File: config.mk
export PLATFORM = sky130hd
export DESIGN_NAME = dmem_arbiter
export DESIGN_NICKNAME = d
export VERILOG_FILES = /design/src/rtl/dmem_arbiter.sv
export SDC_FILE = /design/constraint.sdc
export NUM_CORES = 1
export LEC_CHECK = 0
export ABC_CLOCK_PERIOD_IN_PS = 3100
export CORE_AREA = 2 2 118 120
export CTS_BUF_LIST = sky130_fd_sc_hd__clkbuf_4
export CTS_CLUSTER_DIAMETER = 60
export DETAILED_ROUTE_END_ITERATION = 8
export DIE_AREA = 0 0 120 122
export PLACE_DENSITY_LB_ADDON = 0.15
export REMOVE_ABC_BUFFERS = 1
export SLEW_MARGIN = 20
export SYNTH_ARGS = -nofsm -noshare
export SYNTH_HDL_FRONTEND = slang
export SYNTH_SLANG_ARGS = --single-unit
File: constraint.sdc
create_clock -name clk -period 3.1 [get_ports clk]
set_clock_uncertainty 0.15 [all_clocks]
set_input_delay 0.93 -clock clk [delete_from_list [all_inputs] [get_ports clk]]
set_output_delay 0.93 -clock clk [all_outputs]
set_load 0.005 [all_outputs]
File: src/rtl/dmem_arbiter.sv
// dmem_arbiter: shares the single-port data memory between the cpu
// load/store path and a debug/loader port; cpu has priority.
module dmem_arbiter #(
  parameter int unsigned MAX_WAIT = 4,
  parameter int unsigned WCW      = 8
) (
  input  logic        clk,
  input  logic        rst_n,

  input  logic        cpu_req,
  input  logic        cpu_we,
  input  logic [31:0] cpu_addr,
  input  logic [31:0] cpu_wdata,
  output logic        cpu_stall,
  output logic        cpu_rvalid,
  output logic [31:0] cpu_rdata,

  input  logic        dbg_req,
  input  logic        dbg_we,
  input  logic [31:0] dbg_addr,
  input  logic [31:0] dbg_wdata,
  input  logic        dbg_lock,
  output logic        dbg_gnt,
  output logic        dbg_rvalid,
  output logic [31:0] dbg_rdata,

  output logic        mem_read,
  output logic        mem_write,
  output logic [31:0] mem_addr,
  output logic [31:0] mem_wdata,
  input  logic [31:0] mem_rdata
);

  typedef enum logic {
    S_CPU,
    S_DBG
  } state_e;

  localparam logic [WCW-1:0] WMAX = WCW'(MAX_WAIT);

  state_e         state_q;
  logic [WCW-1:0] wait_q;
  logic [WCW-1:0] wait_d;
  logic           rd_pend_q;
  logic           rd_dbg_q;

  logic           cpu_win;
  logic           dbg_win;
  logic           any_rd;

  // Grants are suppressed entirely while reset is held.
  always_comb begin
    cpu_win = 1'b0;
    dbg_win = 1'b0;
    if (rst_n) begin
      unique case (state_q)
        S_CPU: begin
          dbg_win = dbg_req &&
                    (!cpu_req || wait_q == WMAX);
          cpu_win = cpu_req && !dbg_win;
        end
        S_DBG: begin
          dbg_win = dbg_req;
        end
        default: begin
          cpu_win = 1'b0;
          dbg_win = 1'b0;
        end
      endcase
    end
  end

  assign cpu_stall = rst_n && cpu_req && !cpu_win;
  assign dbg_gnt   = dbg_win;

  always_comb begin
    mem_read  = 1'b0;
    mem_write = 1'b0;
    mem_addr  = '0;
    mem_wdata = '0;
    unique case (1'b1)
      dbg_win: begin
        mem_read  = !dbg_we;
        mem_write = dbg_we;
        mem_addr  = dbg_addr;
        mem_wdata = dbg_wdata;
      end
      cpu_win: begin
        mem_read  = !cpu_we;
        mem_write = cpu_we;
        mem_addr  = cpu_addr;
        mem_wdata = cpu_wdata;
      end
      default: begin
        mem_read  = 1'b0;
        mem_write = 1'b0;
      end
    endcase
  end

  assign any_rd = mem_read;

  // Refusal counter saturates so a forced grant stays armed.
  always_comb begin
    wait_d = '0;
    if (dbg_req && !dbg_win) begin
      if (wait_q == WMAX) begin
        wait_d = wait_q;
      end else begin
        wait_d = wait_q + 1'b1;
      end
    end
  end

  always_ff @(posedge clk) begin
    if (!rst_n) begin
      state_q   <= S_CPU;
      wait_q    <= '0;
      rd_pend_q <= 1'b0;
      rd_dbg_q  <= 1'b0;
    end else begin
      wait_q    <= wait_d;
      rd_pend_q <= any_rd;
      rd_dbg_q  <= dbg_win;
      unique case (state_q)
        S_CPU: begin
          if (dbg_win && dbg_lock) begin
            state_q <= S_DBG;
          end
        end
        S_DBG: begin
          if (!dbg_lock) begin
            state_q <= S_CPU;
          end
        end
        default: begin
          state_q <= S_CPU;
        end
      endcase
    end
  end

  assign cpu_rvalid = rd_pend_q && !rd_dbg_q;
  assign dbg_rvalid = rd_pend_q && rd_dbg_q;
  assign cpu_rdata  = mem_rdata;
  assign dbg_rdata  = mem_rdata;

endmodule

; Word level (Yosys, flattened, before mapping)
; Cells that the tools add are included.
[totals]
inputBits = 167
out_inout_bits = 134
word_cells = 35
register_bits = 11
[op_classes]
bitwise = 1
mux = 11
eq_ne = 1
reduce_logical = 17
add_sub_neg = 1
[ops]
columns = op, n
row1 = $pmux 32 s2, 2
row2 = $add 8x1->8 const B, 1
row3 = $eq 8x3->1 const B, 1
row4 = $logic_and 1x1->1, 8
row5 = $pmux 1 s2, 4
row6 = $logic_not 1->1, 7
row7 = $mux 1, 5
row8 = $reduce_and 2->1, 1
row9 = $logic_or 1x1->1, 1
row10 = $not 1->1, 1

; Logic depth before layout (Yosys ltp)
[depth]
ltp_word = 9
ltp_mapped = 7
mapped_depth_nobuf = 5

; Worst setup path before layout
; No wires, ideal clock.
[synth_timing]
path_kind = input port to output port
from = input port dbg_req
to = output port mem_addr[0]
cell_stages = 5
n_path_buf = 2
arrival_time_ns = 2.028
required_time_ns = 2.020
slack_ns = -0.008
path_cell_list = or4b_1 o21a_1 buf_6 buf_6 a32o_1
[synth_between]
elab_chain_cells = 6
word_cells_on_any_way = 8
cone_classes = 5 x mux / 3 x reduce/logical
[synth_rtl]
columns = item, line
row1 = start: declaration, 18  ; input logic dbg_req,
row2 = $logic_and 1x1->1, 58  ; dbg_win = dbg_req &&
row3 = $logic_not 1->1, 60  ; cpu_win = cpu_req && !dbg_win;
row4 = $logic_and 1x1->1, 60
row5 = $mux 1, 56  ; unique case (state_q)
row6 = $mux 1, 55  ; if (rst_n) begin
row7 = $pmux 32 s2 *, 81  ; unique case (1'b1)
row8 = end: declaration, 29  ; output logic [31:0] mem_addr,
; Every way passes the cells marked *; elsewhere a longest branch is shown, timed or not.

; Worst setup path after layout
[layout_timing]
from = input port dbg_req
to = output port mem_wdata[16]
[layout_between]
elab_chain_cells = 6
word_cells_on_any_way = 8
cone_classes = 5 x mux / 3 x reduce/logical
[layout_rtl]
columns = item, line
row1 = $logic_and 1x1->1, 58
row2 = $logic_not 1->1, 60
row3 = $logic_and 1x1->1, 60
row4 = $mux 1, 56
row5 = $mux 1, 55
row6 = $pmux 32 s2 *, 81
row7 = end: declaration, 30  ; output logic [31:0] mem_wdata,
; Marked as above.

==> results.ini <==
[run_status]
status=complete, but fails checks
violations=setup timing

[clock_tree]
cts_hold_buffers=0
clkTransAtPathRegs_ns=0.08
worstSkewPairLatency_ns=0.27
cts-root-buf=clkbuf_4
cts_sinks=11
cts_inserted_buffers=3
clock_path_buffers=2
cts_tree=done
htree_num_levels=1

[setup_path]
required_ns=2.02
slowest_stage=or4b_4
worst-setup-path-type=in -> out
r2r_start=wait_q[0]
crit_chain=buf_6 -> or4b_4 -> o21a_4 -> buf_12 -> buf_16 -> buf_6 -> a32o_2 -> buf_6
rr_worst_depth=7
cpPeakStageDelay_ns=0.46
setup.worst_path.start_class=input pin
crit_fanout=5
crit_buf_inv=5
cpMostUsedCell=buf_6
reg2reg_to=rd_pend_q
critPathArrivalTime_ns=2.50
end_kind=output pin
crit_family=buffers and inverters
ff2ff_setup_slack_ns=1.24

[pwr]
p_per_area_nw_per_um2=198.0
sequentialPowerShare_pct=18.5
vdd_drop_max_mv=0.08082
p_sw_share_pct=31.65
power.switching_uw=249.1
power.internal_uw=537.9
power_frac_comb_pct=67.1
leakage_uw=0.001746
clkPwrFrac_pct=14.5

[route]
ant_nets=0
via_per_inst=4.568
drc_errors=0
drt-initial-drc-count=177
wl_per_cell_um=30.83
wl_um=17360
vias=2572
first_pass_iters=4

[synth]
synthSimpleGateAreaFrac_pct=8.605
synth_compound_area_share_pct=41.43
synth_edf_count=0
netlist-cell-type-count=28
ys_ff_latch=11
yosys.area_share.adder_pct=1.388
muxShareOfSynthArea_pct=0
synth-xor-area-share_pct=1.457
synth_area_leader_cell=a32o_1
syn_area_um2=1803
ys_seq_area_share_pct=12.21
synth_top_family_by_area=compound AO/OA/AOI/OAI gates
synthMostInstantiatedCell=a32o_1
yosys.area.top_type_share_pct=36.09
synth_area_leaders=a32o_1 36%, buf_4 27%, dfxtp_1 12%
synthArstFlopShare_pct=0
syn_avg_cell_area_um2=8.505
netlist_top_cells_count=65 x a32o_1, 64 x buf_4, 11 x dfxtp_1, 8 x buf_2, 7 x clkbuf_1
ys.flop_type=dfxtp_1
ys_warn_count=0
syn_inst=212

[floorplan]
die_y_um=122
core_um2=13500
initial_core_util_pct=13.35
std_cell_rows=43
die_area_um2=14640
io_pins=301
die_w_um=120

[grt]
track_usage_pct=22.52
grt-ovfl-total=0
antenna_found_initial=0
grt_max_degree=47
grt_pass1_wl_um=22450
grt_pass1_vias=2711

[final_layout]
syn_to_final_growth_pct=120.5
num_antenna_cells=0
register_area_um2=220.2
fin_nets=553
drive_above_1_share_pct=40.99
post-route-util_pct=29.44
multiInputGateArea_um2=1041
nFillCells=1493

[job]
drv_cap=0

[timing]
maxSlewHeadroom_pct=65.58
hold_viol_final=0
fin_crit_sh_pct=115.6
fin_crit_ns=3.584
setup_viol=67
tightest_slew_ns=0.5141
rsz0062_at_grt=yes
hold-worst-slack_ns=0.3512
setup_ws_ns=-0.4844
slew_viol_final=0
fmax_mhz=279.0

[min_path]
worstHoldPathType=reg -> reg
hold_depth=2
holdPathEnd=wait_q[7]
min_from=wait_q[7]

[placed_design]
gp_congestion=0.8955
place_ws_ns=-1.086
io_buffers=204
dp_hpwl_um=13790

-- metal layers --
layer / GRT usage (%) / wire length [um] / vias to the layer above
met3: 16.67 / 2966 / 10
met5: 4.861 / 58 / -
li1: - / - / 1131
met1: 27.42 / 7221 / 1193
met2: 31.96 / 6941 / 236
met4: 3.088 / 168 / 2
-- cell usage in the layout, fill, tap and decap left out, drive strengths merged --
master         synthesis  routed
dfxtp                 11      11
dlygate4sd2            0       2
and3                   2       2
o2111a                 1       1
or4b                   1       1
a21oi                  3       3
clkbuf                 7      35
and2                   2       2
a32o                  65      65
o32ai                  2       2
o21ai                  6       6
nor2                   5       5
or3                    4       4
nand4bb                1       1
o21a                   2       2
o211ai                 1       1
clkdlybuf4s50          0     133
and3b                  1       1
nor2b                  2       2
clkdlybuf4s15          0       1
nand4                  1       1
nand2                  2       2
inv                    3       3
bufbuf                 0       1
ha                     2       2
nand3                  6       6
buf                   79      85
xor2                   3       3
-- cells by family (layout without fill, tap and decap cells) --
| kind of cell | Yosys count | after routing |
|---|---|---|
| and+or+nand+nor | 27 | 27 |
| xor gates and xnor gates | 3 | 3 |
| AOI/OAI and AO/OA | 80 | 80 |
| adders and majority gates | 2 | 2 |
| buffers and inverters | 89 | 260 |
| DFF | 11 | 11 |
-- worst max path at each step --
stage | startpoint | endpoint | slack, ns | cells after the start
CTS | dbg_req | mem_wdata[21] | -0.59 | 6
detailed placement | dbg_req | mem_wdata[4] | -1.09 | 6
global placement | dbg_req | mem_wdata[4] | -1.10 | 6
floorplan | wait_q[0] | mem_addr[0] | -1.26 | 5
global route | dbg_req | mem_addr[8] | -0.50 | 8
finish | dbg_req | mem_wdata[16] | -0.48 | 8
-- flip-flops by register name, summed over array words and instances (netlist names) --
signal	flops
rd_pend_q	1
rd_dbg_q	1
wait_q	8
state_q	1
-- what timing repair did --
item                       4_1_cts  5_1_grt
buffers inserted                13        8
pin swaps                       10       11
setup endpoints to repair       68       68
cloned                           6        1
gates resized for setup        240       78
-- power by group through the flow --
stage | Clock, uW | Sequential, uW | Combinational, uW
after global placement | 0 | 148 | 471
after global routing | 123 | 146 | 560
final | 114 | 145 | 528
after detailed placement | 0 | 148 | 470
after CTS | 117 | 145 | 516
after floorplan | 0 | 149 | 105
-- cell type report --
type                       count  share of cell area, %
inverter                       3                 0.2833
tap                          180                  5.666
multi-input combinational    112                  26.19
timing repair buffer         253                  61.57
sequential                    11                  5.540
clock buffer                   4                 0.7554
-- worst reg2reg max path: cells and delay by family (launching register included) --
kind                     cells  cell delay (ns)
AO/OA/AOI/OAI                2             0.47
AND/OR/NAND/NOR              1             0.25
flip-flops                   1             0.31
buffers and inverters        3             0.44
adder cells (fa/ha/maj)      1             0.14
-- per-stage QoR --
step	instances	power, uW	TNS [ns]	area (um2)
global route	563	828.5	-23.82	3975
detailed placement	533	618.5	-67.00	3676
floorplan	126	254.2	-82.09	1185
finish	563	787.0	-21.67	3975
global placement	533	619.6	-67.95	3676
CTS	556	778.1	-28.63	3945
(Power assumes the default switching activity.)
